### config.mk
export PLATFORM = sky130hd
export DESIGN_NAME = sdp_bram_arbiter_flat
export DESIGN_NICKNAME = d
export VERILOG_FILES = /design/src/rtl/sdp_bram_arbiter_pkg.sv /design/src/rtl/sdp_bram_arbiter_if.sv /design/src/rtl/sdp_bram_arbiter_arb.sv /design/src/rtl/sdp_bram_arbiter.sv /design/src/flat_wrapper.sv
export SDC_FILE = /design/constraint.sdc
export NUM_CORES = 1
export LEC_CHECK = 0
export ABC_AREA = 1
export BUFFER_PORTS_ARGS = -buffer_cell sky130_fd_sc_hd__buf_2
export CORE_AREA = 2 2 174 176
export DETAILED_ROUTE_END_ITERATION = 12
export DIE_AREA = 0 0 176 178
export GPL_TIMING_DRIVEN = 0
export PLACE_DENSITY_LB_ADDON = 0.3
export SYNTH_ARGS = -nofsm -noshare
export SYNTH_HDL_FRONTEND = slang
export SYNTH_SLANG_ARGS = --single-unit
### constraint.sdc
create_clock -name clk -period 1.5 [get_ports clk]
set_clock_uncertainty 0.05 [all_clocks]
set_input_delay 0.225 -clock clk [delete_from_list [all_inputs] [get_ports clk]]
set_output_delay 0.225 -clock clk [all_outputs]
set_load 0.05 [all_outputs]
### src/rtl/sdp_bram_arbiter_pkg.sv
// rtl/sdp_bram_arbiter_pkg.sv - shared constants and types for the SDP BRAM arbiter
// Purpose: BRAM geometry, arbiter burst counter width and the client-index type.
// Ports: none (package).
package sdp_bram_pkg;

  localparam int ADDR_W  = 10;
  localparam int DATA_W  = 75;
  localparam int BURST_W = 4;

  // Index of one of the two clients sharing a channel.
  typedef logic client_t;

endpackage

### src/rtl/sdp_bram_arbiter_if.sv
// rtl/sdp_bram_arbiter_if.sv - client-side bus of the SDP BRAM arbiter
// Purpose: bundles the two write clients and two read clients into one bus.
// Ports (signals):
//   wr_req[1:0], wr_addr0/1, wr_data0/1 : write requests, held stable until granted
//   wr_gnt[1:0]                         : write grant, one-hot or zero
//   rd_req[1:0], rd_addr0/1             : read requests, held stable until granted
//   rd_gnt[1:0]                         : read grant, one-hot or zero
//   rd_rvalid[1:0], rd_rdata            : read response strobe per client, shared data
// Modports: master = client side, slave = arbiter side.
interface sdp_bram_arbiter_if #(
  parameter int ADDR_W = sdp_bram_pkg::ADDR_W,
  parameter int DATA_W = sdp_bram_pkg::DATA_W
);

  logic [1:0]        wr_req;
  logic [ADDR_W-1:0] wr_addr0;
  logic [ADDR_W-1:0] wr_addr1;
  logic [DATA_W-1:0] wr_data0;
  logic [DATA_W-1:0] wr_data1;
  logic [1:0]        wr_gnt;

  logic [1:0]        rd_req;
  logic [ADDR_W-1:0] rd_addr0;
  logic [ADDR_W-1:0] rd_addr1;
  logic [1:0]        rd_gnt;
  logic [1:0]        rd_rvalid;
  logic [DATA_W-1:0] rd_rdata;

  modport master (
    output wr_req, wr_addr0, wr_addr1, wr_data0, wr_data1,
    output rd_req, rd_addr0, rd_addr1,
    input  wr_gnt, rd_gnt, rd_rvalid, rd_rdata
  );

  modport slave (
    input  wr_req, wr_addr0, wr_addr1, wr_data0, wr_data1,
    input  rd_req, rd_addr0, rd_addr1,
    output wr_gnt, rd_gnt, rd_rvalid, rd_rdata
  );

endinterface

### src/rtl/sdp_bram_arbiter_arb.sv
// rtl/sdp_bram_arbiter_arb.sv - two-client round-robin arbiter with bounded burst lock
// Purpose: grants one of two requesters per cycle; the current owner keeps the
//   grant until the other client is waiting and MAX_BURST grants have been used.
// Ports:
//   clk, rst  : clock, synchronous active-high reset
//   req[1:0]  : request per client
//   gnt[1:0]  : combinational grant, one-hot or zero, zero during reset
module rr_burst_arb2
  import sdp_bram_pkg::*;
#(
  parameter int MAX_BURST = 4
) (
  input  logic       clk,
  input  logic       rst,
  input  logic [1:0] req,
  output logic [1:0] gnt
);

  localparam logic [BURST_W-1:0] MAX_CNT = BURST_W'(MAX_BURST);

  client_t            owner;
  client_t            other;
  logic [BURST_W-1:0] burst_cnt;
  // Set by reset, cleared by the first grant. While set, a contested request
  // goes to the non-owner so that client 0 wins the first tie out of reset
  // even though owner resets to 1.
  logic               fresh;
  logic               keep;

  assign other = ~owner;

  always_comb begin
    gnt  = 2'b00;
    keep = req[owner] && (!req[other] || (burst_cnt < MAX_CNT))
           && !(fresh && req[other]);
    if (!rst) begin
      if (keep) begin
        gnt[owner] = 1'b1;
      end else if (req[other]) begin
        gnt[other] = 1'b1;
      end
    end
  end

  always_ff @(posedge clk) begin
    if (rst) begin
      owner     <= 1'b1;
      burst_cnt <= '0;
      fresh     <= 1'b1;
    end else if (gnt[owner]) begin
      burst_cnt <= (burst_cnt >= MAX_CNT) ? MAX_CNT : burst_cnt + 1'b1;
      fresh     <= 1'b0;
    end else if (gnt[other]) begin
      owner     <= other;
      burst_cnt <= BURST_W'(1);
      fresh     <= 1'b0;
    end else begin
      // An idle cycle ends the burst.
      burst_cnt <= '0;
    end
  end

endmodule

### src/rtl/sdp_bram_arbiter.sv
// rtl/sdp_bram_arbiter.sv - shares one simple-dual-port BRAM between two writers and two readers
// Purpose: independent round-robin/burst arbitration of the write port (A) and
//   the read port (B), address/data muxing and the per-client read-valid strobe.
// Ports:
//   clk, rst        : single clock (also BRAM clka/clkb), synchronous active-high reset
//   bus             : client bus (slave side), see sdp_bram_arbiter_if
//   bram_addra/dina/wea : BRAM write port, zero when no write is granted
//   bram_rstb       : BRAM output reset, follows rst
//   bram_addrb      : BRAM read address, zero when no read is granted
//   bram_doutb      : BRAM read data, returned as bus.rd_rdata one cycle after grant
module sdp_bram_arbiter #(
  parameter int ADDR_W    = 10,
  parameter int DATA_W    = 75,
  parameter int MAX_BURST = 4
) (
  input  logic              clk,
  input  logic              rst,
  sdp_bram_arbiter_if.slave bus,
  output logic [ADDR_W-1:0] bram_addra,
  output logic [DATA_W-1:0] bram_dina,
  output logic              bram_wea,
  output logic              bram_rstb,
  output logic [ADDR_W-1:0] bram_addrb,
  input  logic [DATA_W-1:0] bram_doutb
);

  logic [1:0] wr_gnt;
  logic [1:0] rd_gnt;
  logic [1:0] rvalid_q;

  rr_burst_arb2 #(.MAX_BURST(MAX_BURST)) u_wr_arb (
    .clk (clk),
    .rst (rst),
    .req (bus.wr_req),
    .gnt (wr_gnt)
  );

  rr_burst_arb2 #(.MAX_BURST(MAX_BURST)) u_rd_arb (
    .clk (clk),
    .rst (rst),
    .req (bus.rd_req),
    .gnt (rd_gnt)
  );

  assign bus.wr_gnt = wr_gnt;
  assign bus.rd_gnt = rd_gnt;

  always_comb begin
    bram_addra = '0;
    bram_dina  = '0;
    if (wr_gnt[0]) begin
      bram_addra = bus.wr_addr0;
      bram_dina  = bus.wr_data0;
    end else if (wr_gnt[1]) begin
      bram_addra = bus.wr_addr1;
      bram_dina  = bus.wr_data1;
    end
  end

  assign bram_wea = |wr_gnt;

  always_comb begin
    bram_addrb = '0;
    if (rd_gnt[0]) begin
      bram_addrb = bus.rd_addr0;
    end else if (rd_gnt[1]) begin
      bram_addrb = bus.rd_addr1;
    end
  end

  // The BRAM registers addrb, so data appears one cycle after the grant.
  always_ff @(posedge clk) begin
    if (rst) begin
      rvalid_q <= 2'b00;
    end else begin
      rvalid_q <= rd_gnt;
    end
  end

  // Masked by rst so a read granted just before reset never reports valid
  // while reset is held.
  assign bus.rd_rvalid = rvalid_q & {2{~rst}};
  assign bus.rd_rdata  = bram_doutb;
  assign bram_rstb     = rst;

endmodule
### src/flat_wrapper.sv
// flat-port wrapper written by rule: the top's interface ports become plain ports
module sdp_bram_arbiter_flat 
#(
  parameter int ADDR_W    = 10,
  parameter int DATA_W    = 75,
  parameter int MAX_BURST = 4
)
  (clk, rst, bram_addra, bram_dina, bram_wea, bram_rstb, bram_addrb, bram_doutb, bus_wr_req, bus_wr_addr0, bus_wr_addr1, bus_wr_data0, bus_wr_data1, bus_rd_req, bus_rd_addr0, bus_rd_addr1, bus_wr_gnt, bus_rd_gnt, bus_rd_rvalid, bus_rd_rdata);
  sdp_bram_arbiter_if #(.ADDR_W(ADDR_W), .DATA_W(DATA_W)) bus_i ();
  input  logic clk;
  input  logic rst;
  output logic [ADDR_W-1:0] bram_addra;
  output logic [DATA_W-1:0] bram_dina;
  output logic bram_wea;
  output logic bram_rstb;
  output logic [ADDR_W-1:0] bram_addrb;
  input  logic [DATA_W-1:0] bram_doutb;
  input wire logic [$bits(bus_i.wr_req)-1:0] bus_wr_req;
  input wire logic [$bits(bus_i.wr_addr0)-1:0] bus_wr_addr0;
  input wire logic [$bits(bus_i.wr_addr1)-1:0] bus_wr_addr1;
  input wire logic [$bits(bus_i.wr_data0)-1:0] bus_wr_data0;
  input wire logic [$bits(bus_i.wr_data1)-1:0] bus_wr_data1;
  input wire logic [$bits(bus_i.rd_req)-1:0] bus_rd_req;
  input wire logic [$bits(bus_i.rd_addr0)-1:0] bus_rd_addr0;
  input wire logic [$bits(bus_i.rd_addr1)-1:0] bus_rd_addr1;
  output wire logic [$bits(bus_i.wr_gnt)-1:0] bus_wr_gnt;
  output wire logic [$bits(bus_i.rd_gnt)-1:0] bus_rd_gnt;
  output wire logic [$bits(bus_i.rd_rvalid)-1:0] bus_rd_rvalid;
  output wire logic [$bits(bus_i.rd_rdata)-1:0] bus_rd_rdata;
  assign bus_i.wr_req = bus_wr_req;
  assign bus_i.wr_addr0 = bus_wr_addr0;
  assign bus_i.wr_addr1 = bus_wr_addr1;
  assign bus_i.wr_data0 = bus_wr_data0;
  assign bus_i.wr_data1 = bus_wr_data1;
  assign bus_i.rd_req = bus_rd_req;
  assign bus_i.rd_addr0 = bus_rd_addr0;
  assign bus_i.rd_addr1 = bus_rd_addr1;
  assign bus_wr_gnt = bus_i.wr_gnt;
  assign bus_rd_gnt = bus_i.rd_gnt;
  assign bus_rd_rvalid = bus_i.rd_rvalid;
  assign bus_rd_rdata = bus_i.rd_rdata;
  sdp_bram_arbiter #(.ADDR_W(ADDR_W), .DATA_W(DATA_W), .MAX_BURST(MAX_BURST)) u_core (.clk(clk), .rst(rst), .bus(bus_i), .bram_addra(bram_addra), .bram_dina(bram_dina), .bram_wea(bram_wea), .bram_rstb(bram_rstb), .bram_addrb(bram_addrb), .bram_doutb(bram_doutb));
endmodule
### Yosys cells after proc, flatten, opt, wreduce, memory -nomap -nowiden

Index checks and enable logic that the tools add are counted.

* add/sub/neg operators: 2
* magnitude comparators: 12
* muxes and demuxes: 46
* bitwise operators: 6
* reduce and logical (&&, ||, !) cells: 21

Operator list (count)
* $mux 75: 2
* $mux 10: 4
* $mux 1: 26
* $mux 4: 4
* $mux 2: 6
* $logic_and 1x1->1: 10
* $add 4x1->4 const B: 2
* $ge 4x3->1 const B: 2
* $lt 1x2->1 const B: 4
* $lt 4x3->1 const B: 2
* $not 1->1: 5
* $demux 1 s1: 4
* $ge 1x1->1 const B: 4
* $logic_not 1->1: 4
* $reduce_and 2->1: 2
* $reduce_bool 2->1: 2
* $and 2x2->2: 1
* $logic_or 1x1->1: 2
* $reduce_or 2->1: 1

* register bits: 14
* input port bits: 271
* output and inout port bits: 178
* logic and storage cells: 94

### Logic depth before layout (Yosys ltp)

* word-level depth: 13
* depth in mapped cells: 11
* gate-level depth less buffers: 9

### By module

A second synthesis with hierarchy kept.

* cell total of the unflattened synthesis: 498
* area total of the unflattened synthesis: 2874.0 µm²

By module, submodules not included
* sdp_bram_arbiter: times used 1, cells each 405, area each 2190.9 µm², sequential area each 40.0 µm²
* rr_burst_arb2 at u_core.u_rd_arb: times used 1, cells each 45, area each 342.8 µm², sequential area each 120.1 µm²
* rr_burst_arb2 at u_core.u_wr_arb: times used 1, cells each 48, area each 340.3 µm², sequential area each 120.1 µm²

### Least setup slack after synthesis

OpenSTA, ideal clock, no wires.

* path type: register to output
* start: reg u_core.u_rd_arb.owner
* end: out bram_addrb[0]
* data arrival time: 1.663 ns
* required time: 1.225 ns
* setup slack: -0.438 ns
* cell stages (with the launch flop): 10
* buffers on the path: 2
* path through: dfxtp_1 -> buf_2 -> o21ai_0 -> nand2_1 -> nand2_1 -> nand2_1 -> nor2_1 -> buf_2 -> nand2_1 -> nand2_1

RTL lines
* start: declaration: RTL line sdp_bram_arbiter_arb.sv:21 `client_t owner;`
* start signal: assignment: RTL line sdp_bram_arbiter_arb.sv:54 `owner <= other;`
* $not 1->1 / $mux 1 (equally long branches)
* $lt 1x2->1 (implied by the code) (tied with other cells): RTL line sdp_bram_arbiter_arb.sv:40 `gnt[other] = 1'b1;`
* $logic_and 1x1->1 (implied by the code) / $logic_not 1->1 (equally long branches): RTL line sdp_bram_arbiter_arb.sv:40, sdp_bram_arbiter_arb.sv:34
* $mux 1 (implied by the code) / $logic_or 1x1->1 (equally long branches): RTL line sdp_bram_arbiter_arb.sv:40, sdp_bram_arbiter_arb.sv:34
* $demux 1 s1 / $logic_and 1x1->1 (equally long branches): RTL line sdp_bram_arbiter_arb.sv:40, sdp_bram_arbiter_arb.sv:34
* $mux 2 / $logic_and 1x1->1 (equally long branches): RTL line sdp_bram_arbiter_arb.sv:39, sdp_bram_arbiter_arb.sv:35
* $mux 2 (*): RTL line sdp_bram_arbiter_arb.sv:37 `if (keep) begin`
* $mux 2 (*): RTL line sdp_bram_arbiter_arb.sv:36 `if (!rst) begin`
* named net bus_rd_gnt[0]: RTL line flat_wrapper.sv:27 `output wire logic [$bits(bus_i.rd_gnt)-1:0] bus_rd_gnt;`
* $mux 10 (*): RTL line sdp_bram_arbiter.sv:64 `if (rd_gnt[0]) begin`
* end: declaration: RTL line flat_wrapper.sv:16 `output logic [ADDR_W-1:0] bram_addrb;`

The timed path passes the listed nets; every way through them passes the cells marked *. The select of a mux whose other input is x is not followed.

### Worst setup path in the final report

* start: reg u_core.u_wr_arb.owner
* end: out bram_dina[72]

* word-level cells in the longest chain between the ends: 10

RTL lines
* start: declaration: RTL line sdp_bram_arbiter_arb.sv:21
* start signal: assignment: RTL line sdp_bram_arbiter_arb.sv:54
* $not 1->1 / $mux 1 (equally long branches)
* $lt 1x2->1 (implied by the code) (tied with other cells): RTL line sdp_bram_arbiter_arb.sv:40
* $logic_and 1x1->1 (implied by the code) / $logic_not 1->1 (equally long branches): RTL line sdp_bram_arbiter_arb.sv:40, sdp_bram_arbiter_arb.sv:34
* $mux 1 (implied by the code) / $logic_or 1x1->1 (equally long branches): RTL line sdp_bram_arbiter_arb.sv:40, sdp_bram_arbiter_arb.sv:34
* $demux 1 s1 / $logic_and 1x1->1 (equally long branches): RTL line sdp_bram_arbiter_arb.sv:40, sdp_bram_arbiter_arb.sv:34
* $mux 2 / $logic_and 1x1->1 (equally long branches): RTL line sdp_bram_arbiter_arb.sv:39, sdp_bram_arbiter_arb.sv:35
* $mux 2 (*): RTL line sdp_bram_arbiter_arb.sv:37
* $mux 2 (*): RTL line sdp_bram_arbiter_arb.sv:36
* $mux 75: RTL line sdp_bram_arbiter.sv:54 `end else if (wr_gnt[1]) begin`
* $mux 75 (*): RTL line sdp_bram_arbiter.sv:51 `if (wr_gnt[0]) begin`
* end: declaration: RTL line flat_wrapper.sv:13 `output logic [DATA_W-1:0] bram_dina;`

Every way passes the cells marked *; elsewhere a longest branch is shown, timed or not. The select of a mux whose other input is x is not followed.

==> summary.md <==
| Metric | Value |
|---|---|
| Setup CP Type | `reg -> out` |
| Final hold viol count | `0` |
| Pwr per Cell Area | `657 mW/mm^2` |
| Violated checks | `negative setup slack` |
| Clk slew on worst S/H paths | `50 ps` |
| Worst VDD drop | `327 uV` |
| Final setup TNS | `-49820 ps` |
| Port buffer count | `372` |
| Largest net degree at the start of global routing | `11` |
| Clock latency on the worst-skew pair | `roughly 240 ps` |
| Arrival @ worst endpoint | `between 1500 and 2000 ps` |
| Clk sink count | `14` |
| Sequential fraction of the synthesis area | `0.112` |
| Routed wire per std cell | `between 10 and 15 um` |
| First-pass GRT wire length | `20600 um` |
| RSZ-0062 raised after global routing | `yes` |
| Detailed placer's ending HPWL | `~12000 um` |
| Root Driver | `clkbuf_16` |
| Final worst slack | `-576 ps` |
| Number of placed instances, taps included | `between 1000 and 1500` |
| Initial antenna violation count | `2` |
| Core area | `between 0.02 and 0.03 sq mm` |
| Max FO, Critical Path | `7` |
| Fin crit period | `2080 ps` |
| Post-Synthesis Cells | `486` |
| Synth area leaders | `nand2_1 (47%), buf_4 (24%), dfxtp_1 (11%)` |
| Total grt overflow | `0` |
| Routed WL | `15800 um` |
| # IOs | `~450` |
| Leak Pwr | `4.27 nW` |
| Mapped Area | `0.00250 sq mm` |
| H-tree depth | `1` |
| Fmax | `0.482 GHz` |
| Via Count | `between 4000 and 5000` |
| DRC errors left | `0` |
| Gr usage total | `0.0821` |
| CP startpoint kind | `register` |
| Area share of the largest cell type after synthesis | `0.469` |
| Vias per cell | `about 3.4` |
| CTS buffer count | `3` |
| Placer congestion estimate | `0.733` |
| Worst Hold Launch | `bus_rd_req[0]` |
| CP Launch Point | `u_core.u_wr_arb.owner$_SDFFE_PP1P_` |
| Post-synth cell types | `22` |
| Non-Filler Instances | `1287` |
| Data required, critical path | `~1200 ps` |
| Area Overhead vs Synth | `216%` |
| Number of global-route vias before repair | `4111` |
| Num rows | `63` |
| DIE AREA | `0.0313 sq mm` |
| Syn Area/Cell | `roughly 5.1 sq um` |
| Final net count | `~1200` |
| Share of layout cells above drive strength 1 | `0.800` |
| Synthesized flop and latch total | `14` |
| Max cap viols | `0` |
| Starting DRT DRC Count | `71` |
| Total power | `5.19 mW` |
| Clk buf depth | `2` |
| Iteration count of the initial detailed-routing pass | `4` |
| Status | `finished with violations` |
| Yosys Warn Count | `0` |
| Min-delay worst type | `in -> reg` |
| Initial Util | `0.0849` |
| Largest area contributor in the netlist | `nand2_1` |
| CTS tree | `built` |
| DRT antenna net count | `0` |
| Final Cycle Share | `1.38` |
| CP Capture Type | `output port` |
| Die H | `about 180 um` |
| Worst r2r src | `u_core.u_wr_arb.owner$_SDFFE_PP1P_` |
| Width of the die | `roughly 180 um` |
| Max Slew Vio Count | `0` |
| Setup Viol. Count Final | `100` |
==> logic make-up (layout without fill, tap and decap cells) <==
kind of cell | count (synthesis) | in the layout | share of synthesized area
flops | 14 | 14 | 0.112
buf+inv | 119 | 527 | 0.325
compound gates | 9 | 9 | 0.0235
fa+ha+maj | 2 | 2 | 0.0100
other cells | 1 | 4 | 0.00150
simple gates | 341 | 341 | 0.528
==> power by group <==
group / total [mW] / switching, mW / internal, mW
logic: 4.22 / 2.51 / 1.70
clock network: 0.557 / 0.153 / 0.404
registers: 0.419 / 0.0148 / 0.405
==> area by class of cell <==
| type | count | area [sq um] |
|---|---|---|
| Buffer | 98 | 862 |
| Inverter | 20 | 87.6 |
| Multi-Input combinational cell | 354 | 2850 |
| Timing Repair Buffer | 405 | 3230 |
| Fill cell | 3119 | 21500 |
| Sequential cell | 14 | 287 |
| Clock buffer | 4 | 88.8 |
| Antenna cell | 2 | 5.00 |
| Tap cell | 390 | 488 |
==> final timing paths <==
kind,endpoint,slack [ps],depth (start not counted)
worst min register to register,u_core.u_rd_arb.fresh$_SDFFE_PP1P_,410,2
worst max register to register,u_core.u_wr_arb.fresh$_SDFFE_PP1P_,150,9
worst min-delay path,u_core.u_rd_arb.fresh$_SDFFE_PP1P_,210,2
worst max-delay path,bram_dina[72],-580,13
==> cells in the final DEF (no fill, tap or decap), types with 5 or more instances in the layout <==
| cell | instances |
|---|---|
| dfxtp_2 | 5 |
| buf_4 | 100 |
| nor2_1 | 11 |
| buf_6 | 33 |
| clkbuf_16 | 8 |
| inv_1 | 17 |
| buf_8 | 75 |
| nand2_2 | 36 |
| dfxtp_1 | 9 |
| nand2_8 | 14 |
| nand2_1 | 125 |
| buf_12 | 15 |
| nand2_4 | 141 |
| buf_2 | 273 |
==> synth_stat cells <==
cell type	n
nand2_1	312
buf_4	81
inv_1	17
dfxtp_1	14
nor2_1	14
buf_2	12
buf_6	6
nand3_1	6
nand2_2	4
inv_2	3
a21oi_1	2
ha_1	2
nand4_1	2
o2111ai_1	2
o21ai_0	2
conb_1	1
nand3_2	1
nor3_2	1
nor3b_1	1
o21ai_1	1
o21ai_2	1
o31ai_1	1
==> critical path: stages, from the launching register on <==
cell and delay (ps):
dfxtp_2 310, buf_6 130, nand2_4 70, o21ai_4 60
nand2_4 90, nand2_4 60, nand3_4 110, clkinv_8 90
buf_8 140, buf_12 130, buf_6 110, nand2_4 50
nand2_4 50, buf_8 140
==> layer usage <==
| layer | routed length (um) | vias up | share of wire | GRT usage |
|---|---|---|---|---|
| li1 | - | 2194 | - | - |
| met1 | 5940 | 1952 | 0.38 | 0.0981 |
| met2 | 8310 | 211 | 0.53 | 0.153 |
| met3 | 1260 | 14 | 0.080 | 0.0175 |
| met4 | 243 | 0 | 0.015 | 0.0138 |
| met5 | 0 | - | 0 | 0 |
==> state kept, by name, summed over array words and instances, names as in the netlist <==
register,count
u_core.rvalid_q,2
u_core.u_rd_arb.burst_cnt,4
u_core.u_rd_arb.fresh,1
u_core.u_rd_arb.owner,1
u_core.u_wr_arb.burst_cnt,4
u_core.u_wr_arb.fresh,1
u_core.u_wr_arb.owner,1
==> per-stage QoR <==
stage	area, sq um	worst slack [ps]	util	hold slack [ps]
after global placement	5800	-641	0.197	397
final	7900	-576	0.269	210
after floorplan	3450	-133	-	275
after global routing	7890	-652	0.268	217
after detailed placement	5800	-666	0.197	404
after CTS	7330	-619	0.249	182
==> what timing repair did <==
item                                    in CTS  in global routing
pin swaps                                   25                 18
gates cloned                                 3                  5
hold buffers                                 0                  0
resized for setup                          351                118
setup buffers                               24                  9
endpoints found under the setup margin     101                103
No activity file was read; power rests on OpenSTA's default activity.
